### src/rtl/pipe_pkg.sv
// pipe_pkg: shared types and constants for the 5-stage pipeline control logic.
//   REG_W      - register-index width
//   fwd_sel_t  - EX operand mux select codes (RF / MEM / WB / MDU)
package pipe_pkg;
    localparam int REG_W = 5;
    typedef enum logic [1:0] {
        FWD_RF  = 2'b00,
        FWD_MEM = 2'b01,
        FWD_WB  = 2'b10,
        FWD_MDU = 2'b11
    } fwd_sel_t;
endpackage

### src/rtl/fwd_match.sv
// fwd_match: combinational per-source forwarding comparator against EX and MEM producers.
//   in : src, use_src, ex_valid/ex_wen/ex_is_load/ex_rd, mem_valid/mem_wen/mem_rd
//   out: code (select code for the next cycle), load_haz (EX producer is a load)
module fwd_match #(
    parameter int REG_W = 5
) (
    input  logic [REG_W-1:0] src,
    input  logic             use_src,
    input  logic             ex_valid,
    input  logic             ex_wen,
    input  logic             ex_is_load,
    input  logic [REG_W-1:0] ex_rd,
    input  logic             mem_valid,
    input  logic             mem_wen,
    input  logic [REG_W-1:0] mem_rd,
    output logic [1:0]       code,
    output logic             load_haz
);
    import pipe_pkg::*;
    logic     q, ex_hit, mem_hit;
    fwd_sel_t sel;
    // r0 is hardwired zero, so it never needs forwarding; EX is the younger producer and wins
    always_comb begin
        q       = use_src & (src != '0);
        ex_hit  = q & ex_valid & ex_wen & (ex_rd == src);
        mem_hit = q & mem_valid & mem_wen & (mem_rd == src);
        sel     = ex_hit ? FWD_MEM : mem_hit ? FWD_WB : FWD_RF;
    end
    assign code     = sel;
    assign load_haz = ex_hit & ex_is_load;
endmodule

### src/rtl/hazard_fwd_ctrl.sv
// hazard_fwd_ctrl: ID-stage hazard detection and registered EX operand forwarding selects.
//   in : clk, rst (async, active-high), ID source info, EX/MEM producer info, ex_br_taken
//   out: fwd_a_sel/fwd_b_sel (registered), stall_pc, stall_id, flush_id, bubble_ex, mdu_busy
//   HAZARD_MDU_EN enables the MDU busy counter, MDU stall and the MDU select code.
module hazard_fwd_ctrl #(
    parameter int REG_W   = 5,
    parameter int MDU_LAT = 8
) (
    input  logic             clk,
    input  logic             rst,
    input  logic             id_valid,
    input  logic [REG_W-1:0] id_rs,
    input  logic [REG_W-1:0] id_rt,
    input  logic             id_use_rs,
    input  logic             id_use_rt,
    input  logic             id_use_mdu,
    input  logic             id_mdu_start,
    input  logic             ex_valid,
    input  logic             ex_wen,
    input  logic             ex_is_load,
    input  logic [REG_W-1:0] ex_rd,
    input  logic             mem_valid,
    input  logic             mem_wen,
    input  logic [REG_W-1:0] mem_rd,
    input  logic             ex_br_taken,
    output logic [1:0]       fwd_a_sel,
    output logic [1:0]       fwd_b_sel,
    output logic             stall_pc,
    output logic             stall_id,
    output logic             flush_id,
    output logic             bubble_ex,
    output logic             mdu_busy
);
    import pipe_pkg::*;
    logic       use_mdu, ld_a, ld_b, stall, adv;
    logic [1:0] code_a, code_b;
    // an MDU reader takes its operands from HI/LO, so its GPR source flags are ignored
    fwd_match #(.REG_W(REG_W)) u_a (
        .src(id_rs), .use_src(id_valid & id_use_rs & ~use_mdu),
        .ex_valid(ex_valid), .ex_wen(ex_wen), .ex_is_load(ex_is_load), .ex_rd(ex_rd),
        .mem_valid(mem_valid), .mem_wen(mem_wen), .mem_rd(mem_rd),
        .code(code_a), .load_haz(ld_a)
    );
    fwd_match #(.REG_W(REG_W)) u_b (
        .src(id_rt), .use_src(id_valid & id_use_rt & ~use_mdu),
        .ex_valid(ex_valid), .ex_wen(ex_wen), .ex_is_load(ex_is_load), .ex_rd(ex_rd),
        .mem_valid(mem_valid), .mem_wen(mem_wen), .mem_rd(mem_rd),
        .code(code_b), .load_haz(ld_b)
    );
`ifdef HAZARD_MDU_EN
    localparam int CW = $clog2(MDU_LAT) + 1;
    logic [CW-1:0] cnt;
    assign use_mdu  = id_valid & id_use_mdu;
    assign mdu_busy = cnt != '0;
    always_ff @(posedge clk or posedge rst)
        if (rst)
            cnt <= '0;
        else if (id_valid & id_mdu_start & adv)
            cnt <= CW'(MDU_LAT);
        else if (mdu_busy)
            cnt <= cnt - CW'(1);
`else
    logic unused_mdu;
    assign unused_mdu = id_use_mdu ^ id_mdu_start ^ (MDU_LAT < 2);
    assign use_mdu    = 1'b0;
    assign mdu_busy   = 1'b0;
`endif
    // a taken branch kills the ID instruction, so any stall it would have caused is moot
    assign stall     = (ld_a | ld_b | (use_mdu & mdu_busy)) & ~ex_br_taken;
    assign adv       = ~stall & ~ex_br_taken;
    assign stall_pc  = stall;
    assign stall_id  = stall;
    assign flush_id  = ex_br_taken;
    assign bubble_ex = stall | ex_br_taken;
    always_ff @(posedge clk or posedge rst)
        if (rst) begin
            fwd_a_sel <= FWD_RF;
            fwd_b_sel <= FWD_RF;
        end else begin
            fwd_a_sel <= ~adv ? FWD_RF : use_mdu ? FWD_MDU : code_a;
            fwd_b_sel <= ~adv ? FWD_RF : use_mdu ? FWD_MDU : code_b;
        end
endmodule

### config.mk
export PLATFORM = sky130hd
export DESIGN_NAME = hazard_fwd_ctrl
export DESIGN_NICKNAME = d
export VERILOG_FILES = /design/src/rtl/pipe_pkg.sv /design/src/rtl/fwd_match.sv /design/src/rtl/hazard_fwd_ctrl.sv
export SDC_FILE = /design/constraint.sdc
export NUM_CORES = 1
export LEC_CHECK = 0
export BUFFER_PORTS_ARGS = -buffer_cell sky130_fd_sc_hd__buf_2
export CAP_MARGIN = 25
export CORE_UTILIZATION = 36
export DETAILED_ROUTE_END_ITERATION = 12
export PLACE_DENSITY_LB_ADDON = 0.12
export SLEW_MARGIN = 30
export SYNTH_ARGS = -nofsm -noshare
export SYNTH_HDL_FRONTEND = slang
export SYNTH_SLANG_ARGS = --single-unit
export TNS_END_PERCENT = 1
### constraint.sdc
create_clock -name clk -period 1.8 [get_ports clk]
set_input_delay 0.09 -clock clk [delete_from_list [all_inputs] [get_ports clk]]
set_output_delay 0.09 -clock clk [all_outputs]
set_load 0.01 [all_outputs]
==> results of run 1 <==
## per-layer routing
metal	track usage	part of all wire
met5	0	0
met4	0.161	0
met3	0	0.046
met2	0.339	0.51
met1	0.199	0.45
## logic make-up after synthesis
family	synth area share
compound gates	0.111
simple gates	0.241
flops	0.212
xor+xnor	0.371
other cells	0.00795
buf+inv	0.0557
## power by group through the flow
stage	clock [mW]	combinational, mW	sequential, mW
CTS	0.115	0.113	0.0905
global placement	0	0.108	0.0917
global route	0.118	0.123	0.0905
finish	0.109	0.113	0.0906
detailed placement	0	0.111	0.0917
floorplan	0	0.0530	0.0917
## what timing repair did
action / in CTS / in global routing
gates resized for setup: 0 / 0
setup buffers: 0 / 0
endpoints found under the hold margin: 4 / 0
hold buffers: 1 / 0
## synth_stat cells, drive strengths merged
library cell / instances
xnor2: 12
xor2: 8
dfrtp: 4
buf: 3
nand4: 3
nor4: 3
or4: 3
nand2: 2
nor2: 2
nor3b: 2
o211ai: 2
a2111oi: 1
a211oi: 1
conb: 1
inv: 1
nand2b: 1
nand3: 1
o21ai: 1
## sequential cells by signal, summed over array words and instances (netlist names)
register	cells
fwd_a_sel	2
fwd_b_sel	2
## per-stage QoR
| stage | cells | total power [mW] | setup WS (ns) | hold WS, ns |
|---|---|---|---|---|
| 2_1_floorplan | 51 | 0.145 | 0.352 | -0.144 |
| 3_3_place_gp | 100 | 0.200 | 0.134 | -0.0322 |
| 3_5_place_dp | 100 | 0.203 | 0.141 | -0.0249 |
| 4_1_cts | 104 | 0.319 | 0.130 | 0.0744 |
| 5_1_grt | 104 | 0.332 | 0.0294 | 0.0999 |
| 6_report | 104 | 0.312 | 0.134 | 0.0848 |
## area by class of cell
type                            instances  area share
Inverter                                1     0.00544
Sequential cell                         4       0.145
Clock buffer                            3      0.0327
Timing Repair Buffer                   39       0.290
Multi-Input combinational cell         43       0.501
Tap cell                               14      0.0254
## final timing paths
check	cells past startpoint	end	start	slack, ns
max in group asynchronous	3	fwd_b_sel[1]$_DFF_PP0_	rst	1.38
worst max-delay path	7	stall_id	id_rt[0]	0.13
worst min-delay path	2	fwd_b_sel[0]$_DFF_PP0_	ex_is_load	0.08
min in group asynchronous	3	fwd_a_sel[0]$_DFF_PP0_	rst	0.28
==> impl_metrics.ini, run 1 <==
[synth]
syn_nets = 84
netlist_area_um2 = 472
ys_seq_area_frac = 0.212
yosysTopAreaCell = xnor2_1
synth-seq-cells = 4
synthDominantCellAreaShare = 0.223
synthCells = 51
yosysWarnings = 0
synthDistinctLibCells = 19
synth.avg_cell_area_um2 = 9.25
ys_top_cells_by_area = xnor2_1 22%, dfrtp_1 21%, xor2_1 15%

[pwr]
p_int_mw = 0.222
clkPwrFrac = 0.350
power_density_nw_per_um2 = 453
leakagePower_nw = 0.329
comb_power_share = 0.360
p_sw_frac = 0.290
ir_drop_v = 0.000179
switching_power_mw = 0.0906
seq_power_share = 0.290

[sta]
fin_setup_tns_ns = 0
max_freq_mhz = 600
finalSetupViolCount = 0
final_hold_viol_count = 0
period_minus_slack_ns = 1.67
drv_slew = 0
post-route-period-util = 0.926
rsz0062_at_grt = false

[detailed_routing]
firstDrtPassIters = 2
routed_via_density = 4.82
wl_per_cell_um = 11.5
drcViolationCount = 0
vias = 501
first_iter_violations = 6
wirelength_um = 1190
antenna_left = 0

[floorplanning]
core-area_um2 = 1160
die_area_um2 = 1460
start_util = 0.408
num_rows = 12
die_x_um = 38.2
chipHeight_um = 38.2
pin_count = 42

[layout]
multi_input_area_um2 = 345
final_util = 0.596
antenna_cells = 0
nNetsFinal = 125
area_growth_pct = 46.2
seqCellArea_um2 = 100
nFillCells = 112
final_common_cell = buf_2
final_cell_area_um2 = 689
drive_above_1_share = 0.511
layout_common_cells = 38 x buf_2, 12 x xnor2_1, 8 x xor2_1, 4 x dfrtp_1

[global_routing]
grt_pass1_wl_um = 1810
grt_pass1_vias = 465
grtUsageTotal = 0.187
antenna_found_initial = 0
grt_max_degree = 7
overflow = 0

[clocking]
h-tree-depth = 1
clock-sinks = 4
cts_tree = built
cts_buffers = 3
clk_pin_slew_ns = 0.04
clk_path_buf_depth = 2
root_buffer = clkbuf_4

[outcome]
status = finished clean

[place]
detailed_place.area_um2 = 657
finalWeightedCongestion = 0.815
io_buffers = 38

[setup_path]
worst_setup_path_end_kind = primary output
worst-setup-path-type = input pin to primary output
worstPathMaxFanout = 4
cp_top_family = simple AND/OR/NAND/NOR gates
cp_num_buf_inv = 2
slowest_stage = or4_1
max_stage_delay_ns = 0.56
cp.arrival_ns = 1.58
start_kind = input pin
critical_path.cell_chain = buf_2, or4_1, o211ai_2, nor4_2, o21ai_0, nor2_1, buf_2
worst_path_most_repeated_cell = buf_2
required_ns = 1.71

[min_path]
hp-class = input pin to flip-flop

[job]
cap_viol_max_count = 0
Note: power is estimated with default switching activity, not from simulation.
==> run 2, diff against run 1 <==
ABC_AREA = 1   (was not set)
CORE_UTILIZATION = 41   (was 36)
==> run 2 against run 1 <==
  * Setup slack better by 0.56 ns
  * Sequential power about the same
  * Routed wire length grew 22%
  * Global-route usage increased by 0.53 points
  * Sequential cell count unchanged
  * Cell count is 64% higher
  * Sequential share of layout area is 2.7 points lower
  * Critical path depth is 5 higher
  * Total power up 5.1%
  * Count of clock-buffer cells in the layout unchanged
  * Core utilization up 2.5 points
  * Worst hold slack improved by 0.072 ns
  * Largest cell class unchanged
==> impl_metrics.ini, run 2 <==
[synth]
synthCells = 117
async_flop_share = 1.00
yosysWarnings = 0
netlist_top_cells_count = 40 x nand2_1, 18 x inv_1, 14 x nor2_1
synthDominantCellAreaShare = 0.239
synth_edf_count = 0
ys_seq_area_frac = 0.159
ys_top_cells_by_area = nand2_1 24%, dfrtp_1 16%, inv_1 11%
synth_flop_cell = dfrtp_1
yosysTopAreaCell = nand2_1
synth-seq-cells = 4
syn_nets = 150
synthDistinctLibCells = 17
netlist_area_um2 = 629
yosysMostFrequentCell = nand2_1
synth.avg_cell_area_um2 = 5.38

[sta]
drv_slew = 0
fin_setup_tns_ns = 0
post-route-period-util = 0.616
finalSetupViolCount = 0
final_hold_viol_count = 0
rsz0062_at_grt = false
hold_slack_ns = 0.157
period_minus_slack_ns = 1.11
max_freq_mhz = 902

[setup_path]
worstPathMaxFanout = 3
start_kind = input pin
required_ns = 1.71
worst_setup_path_end_kind = primary output
worst-setup-path-type = input pin to primary output
cp.arrival_ns = 1.02

[floorplanning]
die_area_um2 = 1700
core-area_um2 = 1370
chipHeight_um = 41.2
num_rows = 13
pin_count = 42
die_x_um = 41.2
start_util = 0.461

[detailed_routing]
drcViolationCount = 0
firstDrtPassIters = 4
antenna_left = 0
vias = 754
routed_via_density = 4.41
wl_per_cell_um = 8.50
first_iter_violations = 9
wirelength_um = 1450

[layout]
final_util = 0.621
layout_common_cells = 40 x nand2_1, 38 x buf_2, 18 x inv_1, 14 x nor2_1
area_growth_pct = 34.8
final_common_cell = nand2_1
nNetsFinal = 191
top_regs = fwd_a_sel x2, fwd_b_sel x2
drive_above_1_share = 0.359
finalNonFillerCells = 171
antenna_cells = 0

[clocking]
clk_path_buf_depth = 2
cts_buffers = 3
root_buffer = clkbuf_4
clk_pin_slew_ns = 0.04
cts_tree = built
cts_resized = 0
post_cts_buffers = 0
clock-sinks = 4
h-tree-depth = 1

[place]
place_inst = 167
finalWeightedCongestion = 0.805
hpwl_um = 1290
io_buffers = 38

[pwr]
power_density_nw_per_um2 = 387
ir_drop_v = 0.000152
leakagePower_nw = 0.559

[min_path]
holdPathStages = 4
hp-class = input pin to flip-flop

[global_routing]
grt_pass1_vias = 593
grt_pass1_wl_um = 2230
grtUsageTotal = 0.193
antenna_found_initial = 0
overflow = 0
grt_max_degree = 5

[outcome]
status = finished clean

[job]
cap_viol_max_count = 0
==> run 2: cell count changes after synthesis, moves of 3 or more <==
cell     previous run  this run
or4_1               3         0
inv_2               0         7
nor2_1              2        14
nand3_2             0         3
xnor2_1            12         6
nand3_1             1         7
xor2_1              8         0
inv_1               1        18
nand2_1             2        40
==> run 2: worst paths after layout <==
path / from / slack (ns) / end
worst max-delay path: id_rt[1] / 0.69 / stall_id
worst min-delay path: ex_is_load / 0.16 / fwd_a_sel[0]$_DFF_PP0_
max in group asynchronous: rst / 1.37 / fwd_a_sel[1]$_DFF_PP0_
min in group asynchronous: rst / 0.29 / fwd_b_sel[0]$_DFF_PP0_
==> run 2: per-stage QoR <==
| stage | cell area [um^2] | power (mW) | worst slack, ns |
|---|---|---|---|
| 4_1_cts | 848 | 0.332 | 0.680 |
| 3_3_place_gp | 816 | 0.221 | 0.696 |
| 5_1_grt | 848 | 0.364 | 0.478 |
| 6_report | 848 | 0.328 | 0.692 |
| 3_5_place_dp | 816 | 0.222 | 0.680 |
| 2_1_floorplan | 629 | 0.164 | 0.832 |
==> run 2: worst max-delay path: stages <==
cell and delay (ns):
buf_2 0.10, inv_1 0.07, nand2_1 0.06, nand2_1 0.05, nor2_1 0.10, nand2_1 0.07, inv_1 0.06, nand3_2 0.08
nand2_1 0.07, nand2_1 0.05, nor2_2 0.08, buf_2 0.13
==> run 2: kinds of logic after synthesis <==
group | Yosys count | share of synthesized area
AO/OA/AOI/OAI | 3 | 0.0238
other | 1 | 0.00596
buffers and inverters | 28 | 0.185
XOR/XNOR | 6 | 0.0835
flip-flops | 4 | 0.159
AND/OR/NAND/NOR | 75 | 0.543
==> run 2: timing repair <==
item,4_1_cts,5_1_grt
hold buffers,1,0
hold endpoints to repair,4,0
setup endpoints to repair,0,0
==> run 2: per-layer routing <==
layer	wire [um]	GRT usage	up-vias	share of wire
li1	-	-	427	-
met1	755	0.270	304	0.52
met2	619	0.324	23	0.43
met3	78	0.0326	0	0.054
met4	0	0	0	0
met5	0	0	-	0
==> run 2: power by group <==
group / switching [mW] / internal [mW]
Sequential: 0.0000252 / 0.0906
Clock: 0.0310 / 0.0742
Combinational: 0.0732 / 0.0593
Total: 0.104 / 0.224
==> run 2: layout make-up <==
class	instances	area [um^2]
fill	150	518
inverter	25	93.8
multi-input combinational	85	413
clock buffer	3	22.5
sequential	4	100
tap	15	18.8
timing repair buffer	39	200
